<file path="src/rtl/mm_dma_pkg.sv">
// Shared types and constants for the matrix-multiply stream DMA engine.
package mm_dma_pkg;

    typedef enum logic [1:0] {
        ST_IDLE = 2'd0,
        ST_RUN  = 2'd1,
        ST_DONE = 2'd2
    } top_state_e;

    typedef enum logic {
        TX_STREAM = 1'b0,
        TX_FIN    = 1'b1
    } tx_state_e;

    typedef enum logic {
        RX_RECV = 1'b0,
        RX_FIN  = 1'b1
    } rx_state_e;

    localparam int SKID_DEPTH = 2;

    // Counters carry one extra bit so a full 2^ADDR_W transfer is representable.
    function automatic int len_w(input int addr_w);
        return addr_w + 1;
    endfunction

endpackage

</file>
<file path="src/rtl/mm_dma_skid.sv">
// Two-entry valid/ready FIFO on the operand path; valid is decoded from flops only.
module mm_dma_skid
    import mm_dma_pkg::*;
#(
    parameter int W = 33
) (
    input  logic         clk,
    input  logic         rst,
    input  logic         in_valid_i,
    input  logic [W-1:0] in_data_i,
    output logic         out_valid_o,
    output logic [W-1:0] out_data_o,
    input  logic         out_ready_i,
    output logic [1:0]   count_o
);

    logic [W-1:0] mem_q [SKID_DEPTH];
    logic         rd_ptr_q;
    logic         wr_ptr_q;
    logic [1:0]   count_q;
    logic [1:0]   count_d;
    logic         empty;
    logic         push;
    logic         pop;

    // An arriving word bypasses storage when the FIFO is empty and the sink takes it.
    assign empty       = (count_q == 2'd0);
    assign out_valid_o = in_valid_i || !empty;
    assign out_data_o  = empty ? in_data_i : mem_q[rd_ptr_q];
    assign pop         = !empty && out_ready_i;
    assign push        = in_valid_i && !(empty && out_ready_i);
    assign count_o     = count_q;

    always_comb begin
        count_d = count_q;
        if (push && !pop) begin
            count_d = count_q + 2'd1;
        end else if (pop && !push) begin
            count_d = count_q - 2'd1;
        end
    end

    always_ff @(posedge clk) begin
        if (rst) begin
            rd_ptr_q <= 1'b0;
            wr_ptr_q <= 1'b0;
            count_q  <= 2'd0;
        end else begin
            if (push) begin
                wr_ptr_q <= ~wr_ptr_q;
            end
            if (pop) begin
                rd_ptr_q <= ~rd_ptr_q;
            end
            count_q <= count_d;
        end
    end

    always_ff @(posedge clk) begin
        if (push) begin
            mem_q[wr_ptr_q] <= in_data_i;
        end
    end

endmodule

</file>
<file path="src/rtl/mm_stream_dma.sv">
// Streams operands from source BRAM to the accelerator and drains results into destination BRAM.
module mm_stream_dma
    import mm_dma_pkg::*;
#(
    parameter int D_W    = 32,
    parameter int ADDR_W = 10
) (
    input  logic              clk,
    input  logic              rst,
    input  logic              start,
    input  logic [ADDR_W:0]   tx_len,
    input  logic [ADDR_W:0]   rx_len,
    output logic              busy,
    output logic              done,
    output logic              err,
    output logic [ADDR_W-1:0] src_addr,
    output logic              src_en,
    input  logic [D_W-1:0]    src_rdata,
    output logic [ADDR_W-1:0] dst_addr,
    output logic              dst_we,
    output logic [D_W-1:0]    dst_wdata,
    output logic [D_W-1:0]    x_TDATA,
    output logic              x_TVALID,
    output logic              x_TLAST,
    input  logic              x_TREADY,
    input  logic [D_W-1:0]    y_TDATA,
    input  logic              y_TLAST,
    input  logic              y_TVALID,
    output logic              y_TREADY
);

    localparam int LEN_W = len_w(ADDR_W);
    localparam logic [LEN_W-1:0] LEN_ONE = LEN_W'(1);

    top_state_e        state_q;
    tx_state_e         tx_st_q;
    rx_state_e         rx_st_q;
    logic              err_q;
    logic [LEN_W-1:0]  tx_len_q;
    logic [LEN_W-1:0]  rx_len_q;
    logic [LEN_W-1:0]  rd_cnt_q;
    logic [LEN_W-1:0]  snt_cnt_q;
    logic [LEN_W-1:0]  rx_cnt_q;
    logic              inflight_q;
    logic              inflight_last_q;
    logic              dst_we_q;
    logic [ADDR_W-1:0] dst_addr_q;
    logic [D_W-1:0]    dst_wdata_q;

    logic [1:0]        skid_cnt;
    logic [1:0]        outstanding;
    logic              skid_vld;
    logic [D_W:0]      skid_word;
    logic              rd_last;
    logic              x_hs;
    logic              y_hs;
    logic              tx_fin_now;
    logic              rx_at_end;

    // A read is only issued if its word, plus any still in flight, fits in the FIFO.
    assign outstanding = skid_cnt + {1'b0, inflight_q};
    assign src_en      = (state_q == ST_RUN) && (tx_st_q == TX_STREAM) &&
                         (rd_cnt_q < tx_len_q) && (outstanding < 2'(SKID_DEPTH));
    assign src_addr    = rd_cnt_q[ADDR_W-1:0];
    assign rd_last     = (rd_cnt_q == tx_len_q - LEN_ONE);

    mm_dma_skid #(
        .W (D_W + 1)
    ) u_skid (
        .clk         (clk),
        .rst         (rst),
        .in_valid_i  (inflight_q),
        .in_data_i   ({inflight_last_q, src_rdata}),
        .out_valid_o (skid_vld),
        .out_data_o  (skid_word),
        .out_ready_i (x_TREADY),
        .count_o     (skid_cnt)
    );

    assign x_TVALID = skid_vld;
    assign x_TDATA  = skid_vld ? skid_word[D_W-1:0] : '0;
    assign x_TLAST  = skid_vld && skid_word[D_W];
    assign x_hs     = skid_vld && x_TREADY;

    // Finishing on the last handshake itself lets done follow it by a single cycle.
    assign tx_fin_now = (tx_st_q == TX_FIN) || (x_hs && (snt_cnt_q + LEN_ONE == tx_len_q));

    assign y_TREADY  = (state_q == ST_RUN) && (rx_st_q == RX_RECV);
    assign y_hs      = y_TVALID && y_TREADY;
    assign rx_at_end = (rx_cnt_q == rx_len_q - LEN_ONE);

    assign busy      = (state_q == ST_RUN);
    assign done      = (state_q == ST_DONE);
    assign err       = err_q;
    assign dst_we    = dst_we_q;
    assign dst_addr  = dst_addr_q;
    assign dst_wdata = dst_wdata_q;

    always_ff @(posedge clk) begin
        if (rst) begin
            state_q         <= ST_IDLE;
            tx_st_q         <= TX_FIN;
            rx_st_q         <= RX_FIN;
            err_q           <= 1'b0;
            tx_len_q        <= '0;
            rx_len_q        <= '0;
            rd_cnt_q        <= '0;
            snt_cnt_q       <= '0;
            rx_cnt_q        <= '0;
            inflight_q      <= 1'b0;
            inflight_last_q <= 1'b0;
            dst_we_q        <= 1'b0;
            dst_addr_q      <= '0;
            dst_wdata_q     <= '0;
        end else begin
            inflight_q      <= src_en;
            inflight_last_q <= src_en && rd_last;
            dst_we_q        <= y_hs;
            if (y_hs) begin
                dst_addr_q  <= rx_cnt_q[ADDR_W-1:0];
                dst_wdata_q <= y_TDATA;
            end

            case (state_q)
                ST_IDLE: begin
                    if (start) begin
                        state_q   <= ST_RUN;
                        tx_len_q  <= tx_len;
                        rx_len_q  <= rx_len;
                        err_q     <= 1'b0;
                        rd_cnt_q  <= '0;
                        snt_cnt_q <= '0;
                        rx_cnt_q  <= '0;
                        tx_st_q   <= (tx_len == '0) ? TX_FIN : TX_STREAM;
                        rx_st_q   <= (rx_len == '0) ? RX_FIN : RX_RECV;
                    end
                end
                ST_RUN: begin
                    if (src_en) begin
                        rd_cnt_q <= rd_cnt_q + LEN_ONE;
                    end
                    if (x_hs) begin
                        snt_cnt_q <= snt_cnt_q + LEN_ONE;
                    end
                    if (tx_fin_now) begin
                        tx_st_q <= TX_FIN;
                    end
                    // A TLAST that disagrees with the expected frame end, either way, is a frame error.
                    if (y_hs) begin
                        rx_cnt_q <= rx_cnt_q + LEN_ONE;
                        if (y_TLAST != rx_at_end) begin
                            err_q <= 1'b1;
                        end
                        if (y_TLAST || rx_at_end) begin
                            rx_st_q <= RX_FIN;
                        end
                    end
                    if (tx_fin_now && (rx_st_q == RX_FIN)) begin
                        state_q <= ST_DONE;
                    end
                end
                ST_DONE: state_q <= ST_IDLE;
                default: state_q <= ST_IDLE;
            endcase
        end
    end

endmodule

</file>
<file path="config.mk">
export PLATFORM = sky130hd
export DESIGN_NAME = mm_stream_dma
export DESIGN_NICKNAME = d
export VERILOG_FILES = /design/src/rtl/mm_dma_pkg.sv /design/src/rtl/mm_dma_skid.sv /design/src/rtl/mm_stream_dma.sv
export SDC_FILE = /design/constraint.sdc
export NUM_CORES = 1
export LEC_CHECK = 0
export BUFFER_PORTS_ARGS = -buffer_cell sky130_fd_sc_hd__buf_2
export CORE_MARGIN = 3
export CORE_UTILIZATION = 35
export DETAILED_ROUTE_END_ITERATION = 10
export GPL_TIMING_DRIVEN = 0
export PLACE_DENSITY = 0.59
export SETUP_SLACK_MARGIN = 0.2
export SLEW_MARGIN = 30
export SYNTH_ARGS = -nofsm -noshare
export SYNTH_HDL_FRONTEND = slang
export SYNTH_HIERARCHICAL = 1
export SYNTH_SLANG_ARGS = --single-unit
</file>
<file path="constraint.sdc">
create_clock -name clk -period 2.6 [get_ports clk]
set_clock_uncertainty 0.15 [all_clocks]
set_input_delay 0.26 -clock clk [delete_from_list [all_inputs] [get_ports clk]]
set_output_delay 0.26 -clock clk [all_outputs]
set_load 0.05 [all_outputs]
</file>
* Yosys cells after proc, flatten, opt, wreduce, memory -nomap -nowiden
Memory sizes are Yosys's and may differ from the RTL's. A register that Yosys moved wholly into a read port is not among the register bits. Cells that the tools add are included. W data, S select, Z words.
Word-level totals: register bits after elaboration 109, output and inout bits 92, word-level logic and storage cells 113, RAM bits 66, memories kept 1, bits of input ports 92
Memory list:
- u_skid.mem_q | words 2, bits a word 33, read ports 1, clocked after memory_dff 1, write ports 1, RTL line mm_dma_skid.sv:17 | logic [W-1:0] mem_q [SKID_DEPTH];
Operators by class: reductions and logical operators 36, equal/unequal tests 14, multiplexer cells 31, magnitude comparators 2, $add $sub $neg 8, bitwise operators 4
Operators with widths (count):
- $pmux W11 S2 | 3
- $mux W11 | 4
- $add A11 B1 Y11 const B | 3
- $eq A11 B11 Y1 | 3
- $mux W33 | 1
- $mux W32 | 1
- $logic_not A11 Y1 | 2
- $sub A11 B1 Y11 const B | 2
- $logic_and A1 B1 Y1 | 15
- $mux W1 | 14
- $ne A2 B1 Y1 const B | 7
- $reduce_and A3 Y1 | 4
- $lt A11 B11 Y1 | 1
- $mux W2 | 4
- $reduce_and A4 Y1 | 2
- $pmux W1 S2 | 3
- $logic_not A1 Y1 | 4
- $logic_not A2 Y1 | 2
- $not A1 Y1 | 4
- $pmux W2 S2 | 1
- $reduce_and A2 Y1 | 2
- $reduce_bool A2 Y1 | 2
- $logic_or A1 B1 Y1 | 3
- $add A2 B1 Y2 | 1
- other kinds (7) | 7

* Longest topological paths before layout
word-level depth 9, gate-level depth with buffers 13, mapped depth without buffers 13

* Cells and area by module
Netlist, hierarchy kept.
By module, submodules not included:
- mm_stream_dma | area an instance 5614.1 µm², cells an instance 733, seq. area each 2102.0 µm², instances 1
- mm_dma_skid | area an instance 2989.1 µm², cells an instance 206, seq. area each 2082.0 µm², instances 1

* Worst setup path before layout
OpenSTA, ideal clock, no wires.
path type register to register, start register u_skid.count_q[1] (netlist: u_skid/count_o[1]), end memory u_skid.mem_q[0][0], enable pin, buffers on the path 1, stages on the path, launching flop included 5, data arrival time 2.136 ns, slack -0.109 ns, clock period less this slack 2.709 ns, library setup time 0.423 ns, data required time 2.027 ns, cell sequence dfxtp_1 > or2_1 > buf_6 > o21ai_4 > nor2_1
On the way: longest elaborated chain between the ends 6
RTL lines:
- start: declaration | RTL line mm_dma_skid.sv:20 | logic [1:0] count_q;
- start signal: assignment | RTL line mm_dma_skid.sv:55 | count_q <= count_d;
- $logic_not A2 Y1 | RTL line mm_dma_skid.sv:27 | assign empty = (count_q == 2'd0);
- $logic_and A1 B1 Y1 | RTL line mm_dma_skid.sv:31 | assign push = in_valid_i && !(empty && out_ready_i);
- $logic_not A1 Y1 | RTL line mm_dma_skid.sv:31
- $logic_and A1 B1 Y1 | RTL line mm_dma_skid.sv:31
- $mux W1 | RTL line mm_dma_skid.sv:60 | if (push) begin
- $mux W1 (not written as such) | RTL line mm_dma_skid.sv:61 | mem_q[wr_ptr_q] <= in_data_i;
- end: declaration | RTL line mm_dma_skid.sv:17
No other way between the ends.

* Worst setup path after layout
start register tx_len_q[1], end output port src_en
On the way: longest elaborated chain between the ends 3
RTL lines:
- start: declaration | RTL line mm_stream_dma.sv:39 | logic [LEN_W-1:0] tx_len_q;
- start signal: assignment | RTL line mm_stream_dma.sv:128 | tx_len_q <= tx_len;
- $lt A11 B11 Y1 | RTL line mm_stream_dma.sv:63 | (rd_cnt_q < tx_len_q) && (outstanding < 2'(SKID_DEPTH));
- $logic_and A1 B1 Y1 | RTL line mm_stream_dma.sv:62 | assign src_en = (state_q == ST_RUN) && (tx_st_q == TX_STREAM) &&
- $logic_and A1 B1 Y1 | RTL line mm_stream_dma.sv:63
- end: declaration | RTL line mm_stream_dma.sv:17 | output logic src_en,
No other way between the ends.

==> Implementation_results.wiki <==
{| class="wikitable"
! Metric !! Value
|-
| Bufs on Longest Clock Path || 2
|-
| Termination of the worst setup path || src_en
|-
| Arrival time at the worst endpoint || 2330 ps
|-
| Sequential fraction of design power || 0.436
|-
| Die height || 162.8 um
|-
| Routed wire length || 25.11 mm
|-
| Sequence of cells on the critical path || inv_4, ha_4, nor2b_4, o21a_1, o211ai_1, a211oi_4, clkbuf_8, or2_4, clkinvlp_4, buf_8
|-
| Final net count || 1367
|-
| Count of fill cells added during filler insertion || 2171
|-
| Boundary Pins || 184
|-
| Flop-to-flop setup slack || -70 ps
|-
| Buffers added on ports || 183
|-
| Required time reported for the critical path endpoint || 2190 ps
|-
| Detailed-router iteration count before antenna repair || 5
|-
| Mean Syn Cell Area || 9.162 um2
|-
| Prevailing post-synth register cell || sky130_fd_sc_hd__dfxtp_1
|-
| VDD IR max || 404.3 uV
|-
| Syn nets || 1048
|-
| Critical-path cell with the highest stage delay || sky130_fd_sc_hd__dfxtp_4
|-
| Outcome || finished, violations left
|-
| Via density per instance || 4.895
|-
| Clock root buffer master || sky130_fd_sc_hd__clkbuf_16
|-
| Tightest Hold Check Type || input pin to register
|-
| Final setup slack of the worst path || -136.3 ps
|-
| Die Wd || 162.8 um
|-
| Period minus WS final || 2736 ps
|-
| Clock latency at the later pin of the worst-skew pair || 430 ps
|-
| Floorplan row count || 56
|-
| Number of design rule violations left after detail routing || 0
|-
| Detailed Place HPWL || 16.84 mm
|-
| Final cycle utilization of the critical path || 1.052
|-
| Post-synthesis instance area || 8603 um2
|-
| Power density relative to cell area || 549.9 nW/um2
|-
| DR iter-0 viols || 407
|-
| Number of buffers added by the clock tree synthesis step || 17
|-
| Internal power component || 4.834 mW
|-
| Final routed wire length divided by cell count || 15.79 um
|-
| Maximum number of pins on one net before global-route repair || 23
|-
| EDFF count, synth || 66
|-
| Switching power as a share of total power || 0.2907
|-
| Total number of H-tree levels || 4
|-
| CP Class || register to output port
|-
| Proportion of layout cells with a drive suffix above 1 || 0.3100
|-
| Cell area after placement || 9993 um2
|-
| Max-cap check violation count || 0
|-
| Clock tree from TritonCTS || done
|-
| Terminus of the critical flop-to-flop path || rd_cnt_q[5]
|-
| Switching power || 1.981 mW
|-
| Most frequent standard cell in the layout excluding fill and tap cells || sky130_fd_sc_hd__buf_2
|-
| Cells after Synth || 939
|-
| Vias in the first global route || 7477
|-
| Clock slew seen by the registers of the worst setup and hold paths || 80 ps
|-
| Routability cong. || 0.8340
|-
| Routed vias || 7783
|-
| Number of clock sinks || 176
|-
| Fin. max-slew vios || 0
|-
| Initial antenna violation count || 0
|-
| Setup crit start kind || register
|-
| Antenna violation net count after detailed routing || 0
|-
| Leading cell types in the layout, fill and taps excluded || sky130_fd_sc_hd__buf_2, sky130_fd_sc_hd__nand2_1, sky130_fd_sc_hd__a21oi_1
|-
| Ys async rst share || 0
|-
| Portion of total power attributed to the clock network || 0.385
|-
| Number of cells on the critical path || 10
|-
| Number of hold-slack violations in the final timing report || 0
|-
| Worst r2r path cells || 12
|-
| Total of warnings raised by yosys || 6
|-
| Global-route wire length before repair || 38.37 mm
|-
| Violations in the final reports || setup timing
|-
| Actual slew at the worst max-slew pin || 858.0 ps
|-
| Final setup violating endpoints || 8
|-
| Layout-stage area growth over the synthesis result || 44.05%
|-
| Total core area || 23820 um2
|-
| Final non-filler cell area || 12390 um2
|-
| Total gr overflow || 0
|-
| Cell class contributing the biggest share of worst-path delay || compound AO/OA/AOI/OAI gates
|-
| Static leakage || 4.845 nW
|-
| Sequential area share after synthesis || 0.4863
|-
| Buffers & Inverters on Critical Path || 4
|-
| Worst reg2reg path startpoint || tx_len_q[1]
|-
| Unique cell type count in the Yosys netlist || 55
|-
| Depth of the worst hold-timing path || 3
|-
| Largest fanout of any net on the critical path || 3
|-
| Portion of synthesized cell area occupied by the leading cell type || 0.2560
|-
| Largest stage delay on the critical path || 370 ps
|-
| Overall power consumption || 6.815 mW
|-
| Antenna cell count || 0
|-
| Total Routing Usage GR || 0.1793
|-
| Relative contribution of combinational cells to total power || 0.179
|-
| Register bit total from synthesis || 176
|-
| Category of the worst setup path capture point || output port
|-
| Critical Path Start || tx_len_q[1]
|-
| Die ar. || 26500 um2
|-
| Tightest slew margin relative to the limit || 0.4259
|-
| Initial Utilization || 0.3611
|-
| Most area-hungry cell type in the Yosys netlist || sky130_fd_sc_hd__dfxtp_1
|-
| Maximum frequency from static timing analysis || 365.5 MHz
|-
| RSZ-0062 raised after global routing || yes
|-
| Main area contributors after synthesis || sky130_fd_sc_hd__dfxtp_1, sky130_fd_sc_hd__edfxtp_1, sky130_fd_sc_hd__a21oi_1
|}
synth_stat cells (3+ instances only):
library cell and count:
sky130_fd_sc_hd__a21oi_1 119, sky130_fd_sc_hd__nand3b_1 9, sky130_fd_sc_hd__a21oi_2 11, sky130_fd_sc_hd__a211o_1 4, sky130_fd_sc_hd__o31ai_1 8, sky130_fd_sc_hd__xor2_1 23
sky130_fd_sc_hd__or4_1 10, sky130_fd_sc_hd__and3_1 7, sky130_fd_sc_hd__or3_1 7, sky130_fd_sc_hd__buf_6 6, sky130_fd_sc_hd__nor3_1 12, sky130_fd_sc_hd__nor4b_1 3
sky130_fd_sc_hd__inv_1 21, sky130_fd_sc_hd__or2_2 5, sky130_fd_sc_hd__a211oi_1 3, sky130_fd_sc_hd__buf_2 9, sky130_fd_sc_hd__and2_1 38, sky130_fd_sc_hd__nor2_1 88
sky130_fd_sc_hd__nand2b_1 7, sky130_fd_sc_hd__o211ai_1 7, sky130_fd_sc_hd__edfxtp_1 66, sky130_fd_sc_hd__xnor2_1 28, sky130_fd_sc_hd__ha_1 17, sky130_fd_sc_hd__o21ai_0 13
sky130_fd_sc_hd__dfxtp_1 110, sky130_fd_sc_hd__nand3_1 17, sky130_fd_sc_hd__a31oi_1 5, sky130_fd_sc_hd__nand4_1 8, sky130_fd_sc_hd__nor2b_1 4, sky130_fd_sc_hd__buf_4 10
sky130_fd_sc_hd__mux2i_1 39, sky130_fd_sc_hd__clkbuf_1 38, sky130_fd_sc_hd__nor4_1 8, sky130_fd_sc_hd__nand2_1 152
per-layer routing:
| layer | GRT usage | routed length, um | vias to the layer above |
|---|---|---|---|
| met5 | 0 | 0 | - |
| met4 | 0.03845 | 289 | 0 |
| met3 | 0.03332 | 1121 | 27 |
| met2 | 0.3086 | 12320 | 199 |
| met1 | 0.2357 | 11380 | 3666 |
| li1 | - | - | 3891 |
logic make-up (layout without fill, tap and decap cells):
logic type,Yosys count,after routing,synth area share
XOR/XNOR,51,51,0.05192
AND/OR/NAND/NOR,381,381,0.2090
flip-flops,176,176,0.4863
adder cells (fa/ha/maj),17,17,0.02472
buffers and inverters,87,419,0.04887
multiplexers,41,41,0.04799
AO/OA/AOI/OAI,186,186,0.1312
power by group through the flow:
stage                     Sequential (mW)  Clock [mW]  Combinational (mW)
after floorplan                      3.10           0               0.510
after global placement               3.04           0               0.850
after detailed placement             3.04           0               0.860
after CTS                            2.97        2.70                1.05
after global routing                 2.98        2.81                1.31
final                                2.97        2.63                1.22
worst reg2reg max path: cells and delay by family, from the launching register on:
kind	cells	cell delay [ps]
and+or+nand+nor	2	620
DFF	1	370
buffers and inverters	5	570
adders and majority gates	1	200
AOI/OAI and AO/OA	4	700
stage by stage:
stage	std cells	hold WS (ps)	setup slack (ps)	setup TNS, ps	utilization
floorplan	939	182.4	-109.4	-7219	-
CTS	1575	15.82	-149.9	-169.3	0.4972
global placement	1441	288.7	-1056	-71210	0.4165
finish	1590	36.77	-136.3	-357.9	0.5202
global route	1590	55.64	-237.1	-1325	0.5202
detailed placement	1443	294.5	-305.5	-2769	0.4195
flip-flops by register name, indices dropped and copies added (netlist names), 2 cells and up, named ones only:
| name | cells |
|---|---|
| rd_cnt_q | 11 |
| dst_addr | 10 |
| snt_cnt_q | 11 |
| rx_len_q | 11 |
| rx_cnt_q | 11 |
| dst_wdata | 32 |
| u_skid/mem_q | 66 |
| state_q | 2 |
| u_skid/count_o | 2 |
| tx_len_q | 11 |
area by class of cell:
type                       instances  area (um2)  share of cell area
inverter                          22       92.59            0.007471
clock buffer                      17       425.4             0.03433
clock inverter                    15       183.9             0.01484
timing repair buffer             300        2260              0.1823
buffer                            65       424.2             0.03423
sequential                       176        4244              0.3425
tap                              319       399.1             0.03221
multi-input combinational        676        4364              0.3521
worst min-delay path by stage:
stage | from | end
6_report | start | state_q[0]
5_1_grt | start | state_q[0]
4_1_cts | start | state_q[0]
3_5_place_dp | dst_wdata[22] | dst_wdata[22]
3_3_place_gp | dst_wdata[4] | dst_wdata[4]
2_1_floorplan | rst | register
what timing repair did:
action / in CTS / in global routing
pin swaps: 15 / 39
cloned: 0 / 2
endpoints found under the setup margin: 102 / 90
hold buffers: 87 / 0
setup buffers: 13 / 13
hold endpoints to repair: 122 / 0
gates resized for setup: 89 / 130
Note: power is estimated with default switching activity, not from simulation.
